==> src/rtl/reset_release_sequencer.sv <==
// Reset release sequencer: waits for the upstream active-low reset to stay
// released for MINHOLD cycles, then releases NSTAGES downstream reset domains
// one at a time. Each stage waits for its acknowledge, or for a timeout, before
// the next stage is released. The first stage that times out is latched.

// One downstream reset bit. Clear beats set, so an abort in the same cycle as a
// release keeps the domain in reset.
module reset_release_stage (
  input  logic CLK,
  input  logic RST,
  input  logic clr,
  input  logic set,
  output logic rst_n
);
  // Registered, active-low stage reset
  always_ff @(posedge CLK) begin
    if (RST || clr) rst_n <= 1'b0;
    else if (set)   rst_n <= 1'b1;
  end
endmodule

module reset_release_sequencer #(
  parameter int NSTAGES = 4,
  parameter int MINHOLD = 2,
  parameter int TIMEOUT = 16,
  parameter int CNTW    = 8
) (
  input  logic               CLK,
  input  logic               RST,
  input  logic               IN_RST_N,
  input  logic               SW_REQ,
  input  logic [NSTAGES-1:0] STAGE_ACK,
  output logic [NSTAGES-1:0] STAGE_RST_N,
  output logic               ALL_READY,
  output logic               TIMEOUT_ERR,
  output logic [7:0]         ERR_STAGE
);
  localparam int IW = (NSTAGES > 1) ? $clog2(NSTAGES) : 1;

  typedef enum logic [1:0] {HOLD, RELEASE, WAIT_ACK, READY} state_t;

  state_t          state;
  logic [CNTW-1:0] hold_cnt;
  logic [CNTW-1:0] timer;
  logic [IW-1:0]   idx;

  logic abort;
  logic last_stage;
  logic acked;
  logic expired;

  assign abort      = !IN_RST_N || SW_REQ;
  assign last_stage = (idx == IW'(NSTAGES - 1));
  assign acked      = STAGE_ACK[idx];
  assign expired    = (timer == CNTW'(TIMEOUT - 1));

  // Per-stage reset registers; stage g is released while the FSM sits in RELEASE for it
  for (genvar g = 0; g < NSTAGES; g++) begin : g_stage
    reset_release_stage u_stage (
      .CLK   (CLK),
      .RST   (RST),
      .clr   (abort),
      .set   ((state == RELEASE) && (idx == IW'(g))),
      .rst_n (STAGE_RST_N[g])
    );
  end

  // Sequencing FSM with registered readiness and sticky first-timeout report
  always_ff @(posedge CLK) begin
    if (RST) begin
      state       <= HOLD;
      hold_cnt    <= '0;
      timer       <= '0;
      idx         <= '0;
      ALL_READY   <= 1'b0;
      TIMEOUT_ERR <= 1'b0;
      ERR_STAGE   <= '0;
    end else if (abort) begin
      // Error report survives an abort; only RST clears it
      state     <= HOLD;
      hold_cnt  <= '0;
      timer     <= '0;
      idx       <= '0;
      ALL_READY <= 1'b0;
    end else begin
      case (state)
        HOLD: begin
          if (hold_cnt == CNTW'(MINHOLD - 1)) begin
            state    <= RELEASE;
            hold_cnt <= '0;
          end else if (hold_cnt != '1) begin
            hold_cnt <= hold_cnt + 1'b1;
          end
        end
        RELEASE: begin
          timer <= '0;
          state <= WAIT_ACK;
        end
        WAIT_ACK: begin
          if (acked || expired) begin
            // A timed-out stage advances exactly like an acked one
            if (!acked && !TIMEOUT_ERR) begin
              TIMEOUT_ERR <= 1'b1;
              ERR_STAGE   <= 8'(idx);
            end
            timer <= '0;
            if (last_stage) begin
              state     <= READY;
              ALL_READY <= 1'b1;
            end else begin
              idx   <= idx + IW'(1);
              state <= RELEASE;
            end
          end else if (timer != '1) begin
            timer <= timer + 1'b1;
          end
        end
        READY: begin
          ALL_READY <= 1'b1;
        end
        default: state <= HOLD;
      endcase
    end
  end
endmodule
==> config.mk <==
export PLATFORM = sky130hd
export DESIGN_NAME = reset_release_sequencer
export DESIGN_NICKNAME = d
export VERILOG_FILES = /design/src/rtl/reset_release_sequencer.sv
export SDC_FILE = /design/constraint.sdc
export NUM_CORES = 1
export LEC_CHECK = 0
export ABC_AREA = 1
export CAP_MARGIN = 20
export CORE_MARGIN = 1
export CORE_UTILIZATION = 55
export DETAILED_ROUTE_END_ITERATION = 16
export DONT_BUFFER_PORTS = 1
export PLACE_DENSITY_LB_ADDON = 0.3
export SLEW_MARGIN = 5
export SYNTH_ARGS = -nofsm -noshare
export SYNTH_HDL_FRONTEND = slang
export SYNTH_SLANG_ARGS = --single-unit
export TNS_END_PERCENT = 50
==> constraint.sdc <==
create_clock -name CLK -period 3.3 [get_ports CLK]
set_input_delay 0.33 -clock CLK [delete_from_list [all_inputs] [get_ports CLK]]
set_output_delay 0.33 -clock CLK [all_outputs]
set_load 0.1 [all_outputs]
; Word-level counts from Yosys, hierarchy flattened
; Index checks and enable logic that the tools add are counted.
[totals]
memories = 0
mem_bits_rw = 0
word_cells = 69
regBits = 28
mem_bits_ro = 0
latchBits = 0
[classes]
eq_ne = 14
div = 0
shift = 0
n_mul = 0
mux = 14
add_sub_neg = 3
bitwise = 2
magnitude_cmp = 1
reduce_logical = 24
[ops]
columns = operator, n
row1 = $mux 8, 4
row2 = $add 8x1->8 const B, 2
row3 = $ne 8x8->1 const B, 2
row4 = $pmux 8 s2, 1
row5 = $reduce_and 3->1, 3
row6 = $eq 2x2->1 const B, 4
row7 = $eq 8x1->1 const B, 1
row8 = $eq 8x4->1 const B, 1
row9 = $mux 2, 3
row10 = $ne 2x2->1 const B, 3
row11 = $pmux 2 s3, 1
row12 = $reduce_bool 2->1, 3
row13 = $logic_and 1x1->1, 5
row14 = $eq 2x1->1 const B, 2
row15 = $logic_not 2->1, 2
row16 = $reduce_and 2->1, 2
row17 = $reduce_and 4->1, 1
row18 = $logic_not 1->1, 3
row19 = $logic_or 1x1->1, 3
row20 = $lt 2x3->1 const B, 1
row21 = $mux 1, 3
row22 = $ne 3x3->1 const B, 1
row23 = $reduce_bool 3->1, 1
row24 = $add 2x1->2 const B, 1
row25 = other kinds (4), 5

; Depth between registers and ports, before layout
[logic_depth]
word_depth = 5
depth_mapped = 10
ltp_nobuf = 10

; Cells and area by module
; Synthesis repeated with hierarchy kept, for this count alone.
[hier_totals]
hier_cells = 272
hier_area_um2 = 1838.0
[by_module_without_submodules]
columns = mod, cells_each, instances, area_per_inst_um2, seq_area_each_um2
row1 = reset_release_sequencer, 248, 1, 1682.9, 480.5
row2 = reset_release_stage, 6, 4, 38.8, 20.0

; Worst setup path after synthesis
; Ideal clock, no wire load.
[synth_path]
path_type = register -> register
startpoint = register TIMEOUT_ERR
endpoint = register ERR_STAGE[0]
arrival_time_ns = 1.438
path_buffers = 0
path_slack_ns = 1.777
path_stages_with_launch = 5
setup_ns = 0.086
t_required_ns = 3.214
path_cell_list = dfxtp_1 nor3_1 nand3_1 inv_1 a211oi_1
[synth_via]
elab_chain_len = 3
[synth_lines]
columns = element, line_no
row1 = "start, declared", 35  ; output logic TIMEOUT_ERR,
row2 = "start signal, assigned", 76  ; TIMEOUT_ERR <= 1'b0;
row3 = "start signal, assigned", 103  ; TIMEOUT_ERR <= 1'b1;
row4 = $logic_not 1->1, 102  ; if (!acked && !TIMEOUT_ERR) begin
row5 = $logic_and 1x1->1, 102
row6 = $reduce_and 4->1 (no line), -
row7 = "end signal, assigned", 104  ; ERR_STAGE <= 8'(idx);
row8 = "end, declared", 36  ; output logic [7:0] ERR_STAGE
; Every way passes these cells.
; A chain may end at the register's enable or synchronous reset.

; Worst setup path in the final report
[layout_path]
startpoint = register state[0]
endpoint = register ERR_STAGE[0]
[layout_via]
elab_chain_len = 2
[layout_lines]
columns = element, line_no
row1 = "start, declared", 42  ; state_t state;
row2 = "start signal, assigned", 71  ; state <= HOLD;
row3 = "start signal, assigned", 80  ; state <= HOLD;
row4 = "start signal, assigned", 89  ; state <= RELEASE;
row5 = $eq 2x2->1, 86  ; case (state)
row6 = $reduce_and 4->1 (no line), -
; Every way passes these cells.

==> metrics <==
Post-Syn Area per Cell just under 7 sq um; sum of negative setup slack 0 ps; first-pass GRT wire length 5490 um; DRT iter0 DRCs 76; synthesized-area fraction occupied by adder cells 0.0881; starting density of the core 0.597; Max-cap violations 0; sequential-to-total area share from yosys stat 0.329; layout cells sized above 1 0.107; CP max-delay cell dfxtp_1; top cells by area, synth dfxtp_1 33%, nand2_1 10%, ha_1 8.8%; hold_buf cts 0; leakage power 0.691 nW; top cells by count, synth 47 x nand2_1, 34 x nor2_1, 31 x inv_1; Worst EP arrival 1980 ps; Tcrit/Tclk final 0.517; Layout Nets 264; Detailed Route WL 3220 um; CP dominant cell by count inv_1; CTS buffer count 3; fmax a little under 600 MHz; leading area contributor after synthesis dfxtp_1; Critical Path Fanout Max 8; Inserted Diodes 0; Final Hold Fails 0; Final min period approximately 1700 ps; DR vias 1,427; drt drc 1; post-CTS sizing 0; die height 57.7 um; Synth Area in XOR/XNOR 0; largest net degree at the start of global routing 18; ANT nets after route 0; Layout area overhead 0.808%; PD cells 335 mW/mm^2; initial antenna violation count 0; core area between 0.002 and 0.003 sq mm; number of global-route vias before repair 1,334; Yosys cell types 27; skew final ~16 ps; # fillers 277; hold_ws 25.3 ps; WL per Instance between 10 and 15 um; io pins 22; Hold Crit Class in -> reg; PortBufs 0; Critical Path End Type flop; Row Count 19; Detail Placement HPWL about 2400 um; compound-cell area share of the yosys netlist 0.120; Final Util 0.602; Clk pin slew, worst setup/hold paths 160 ps; crit start category flop; top cell type's share of synthesized area 0.329; Final Total Pwr 575 uW; crit-path cells inv_1 > ha_1 > inv_1 > nor3_1 > nand3_1 > inv_1 > nor2_1 > a211oi_1; largest family of logic cells by synthesized area simple AND/OR/NAND/NOR gates; Placer Congestion 0.873; CTS tree done; root buffer cell clkbuf_4; FF+latch count, synth 28; # Post-CTS Setup Buffers 0; failing checks DRC; mux contribution to synthesized area 0; WP data required 3580 ps; FFs w/ async S/R, synth 0; Setup-failing EPs final 0; Rel. slew slack 0.337; ys flop type dfxtp_1; RSZ-0062 raised after global routing no; H-Tree Depth 1; status finished, violations left; Yosys Warn Count 0; Synth Area in Simple Gates 0.330; count leader, synth nand2_1; Syn Inst Count 245; CTS Buffer Depth 2; CP Class reg -> reg; Slew Viols, Final 0; total die area between 0.003 and 0.004 sq mm; CP peak stage delay 380 ps; TritonRoute pass-1 iters 10; DR vias/cell around 5.2; Post-synth EDFFs 0; Num Clock Sinks 28; mapped cell area 0.00170 sq mm; VDD IR max 254 uV; Skew-Pair Late Insertion Delay 340 ps; gr ovfl total 0; Slew @ Worst Pin 993 ps; Die Wd 57.7 um; total track usage 0.206
flip-flops by register name, indices dropped and copies added, names as in the netlist:
| register | count |
|---|---|
| state | 2 |
| ERR_STAGE | 2 |
| g_stage.u_stage.rst_n | 4 |
| ALL_READY | 1 |
| timer | 8 |
| TIMEOUT_ERR | 1 |
| idx | 2 |
| hold_cnt | 8 |
report_power, final:
part	internal [mW]	total [mW]	leakage (nW)	switching (mW)
logic	0.00871	0.0583	0.444	0.0496
registers	0.340	0.342	0.226	0.00205
clock network	0.0676	0.175	0.0210	0.108
total	0.416	0.575	0.691	0.159
worst max-delay path: cells and delay by family (launching register included):
kind                       cells  cell delay (ps)
DFF                            1              380
and+or+nand+nor                3              340
buffers and inverters          3              370
adders and majority gates      1              360
AOI/OAI and AO/OA              1              190
through the flow:
| step | instance area (sq um) | cells | setup WS (ps) |
|---|---|---|---|
| 2_1_floorplan | 1720 | 250 | 1780 |
| 3_3_place_gp | 1680 | 270 | 1700 |
| 3_5_place_dp | 1680 | 270 | 1650 |
| 4_1_cts | 1720 | 274 | 1600 |
| 5_1_grt | 1720 | 274 | 1450 |
| 6_report | 1720 | 274 | 1590 |
cell families (layout without fill, tap and decap cells):
group                      Yosys count  count (layout)
other                                1               6
and+or+nand+nor                    120             120
AOI/OAI and AO/OA                   36              36
DFF                                 28              28
adders and majority gates           12              12
buffers and inverters               48              41
layout by cell type, fill, tap and decap left out, drive strengths merged:
cell type and instances:
a211oi 2, nand4 3, a21o 1, o21ai 8, o31ai 1, ha 12
a21oi 24, nand3b 1, buf 1, clkinv 1, nand2 51, conb 6
nor3 4, nor2 39, inv 35, nand3 22, clkbuf 4, dfxtp 28
cell type report:
class	instances	area (sq um)	share of cell area
repair buffers	1	7.51	0.00437
well taps	31	38.8	0.0226
inverters	36	135	0.0787
multi-input cells	174	940	0.547
flip-flops and latches	28	561	0.326
clock buffers	4	36.3	0.0211
worst paths after layout:
| check | cells after the start | slack (ps) | end | from |
|---|---|---|---|---|
| worst min-delay path | 1 | 30 | TIMEOUT_ERR$_SDFFE_PP0P_ | RST |
| worst max register to register | 8 | 1590 | ERR_STAGE[0]$_SDFFE_PP0P_ | state[0]$_SDFFE_PP0P_ |
| worst min register to register | 2 | 490 | hold_cnt[7]$_SDFFE_PP0P_ | hold_cnt[7]$_SDFFE_PP0P_ |
| worst max-delay path | 8 | 1590 | ERR_STAGE[0]$_SDFFE_PP0P_ | state[0]$_SDFFE_PP0P_ |
layer usage:
metal  vias up  routed length (um)  track usage
met3         5                 143       0.0268
li1        758                   -            -
met5         -                   0            0
met1       633                1590        0.296
met2        31                1450        0.327
met4         0                  40       0.0612
Note: power is estimated with default switching activity, not from simulation.
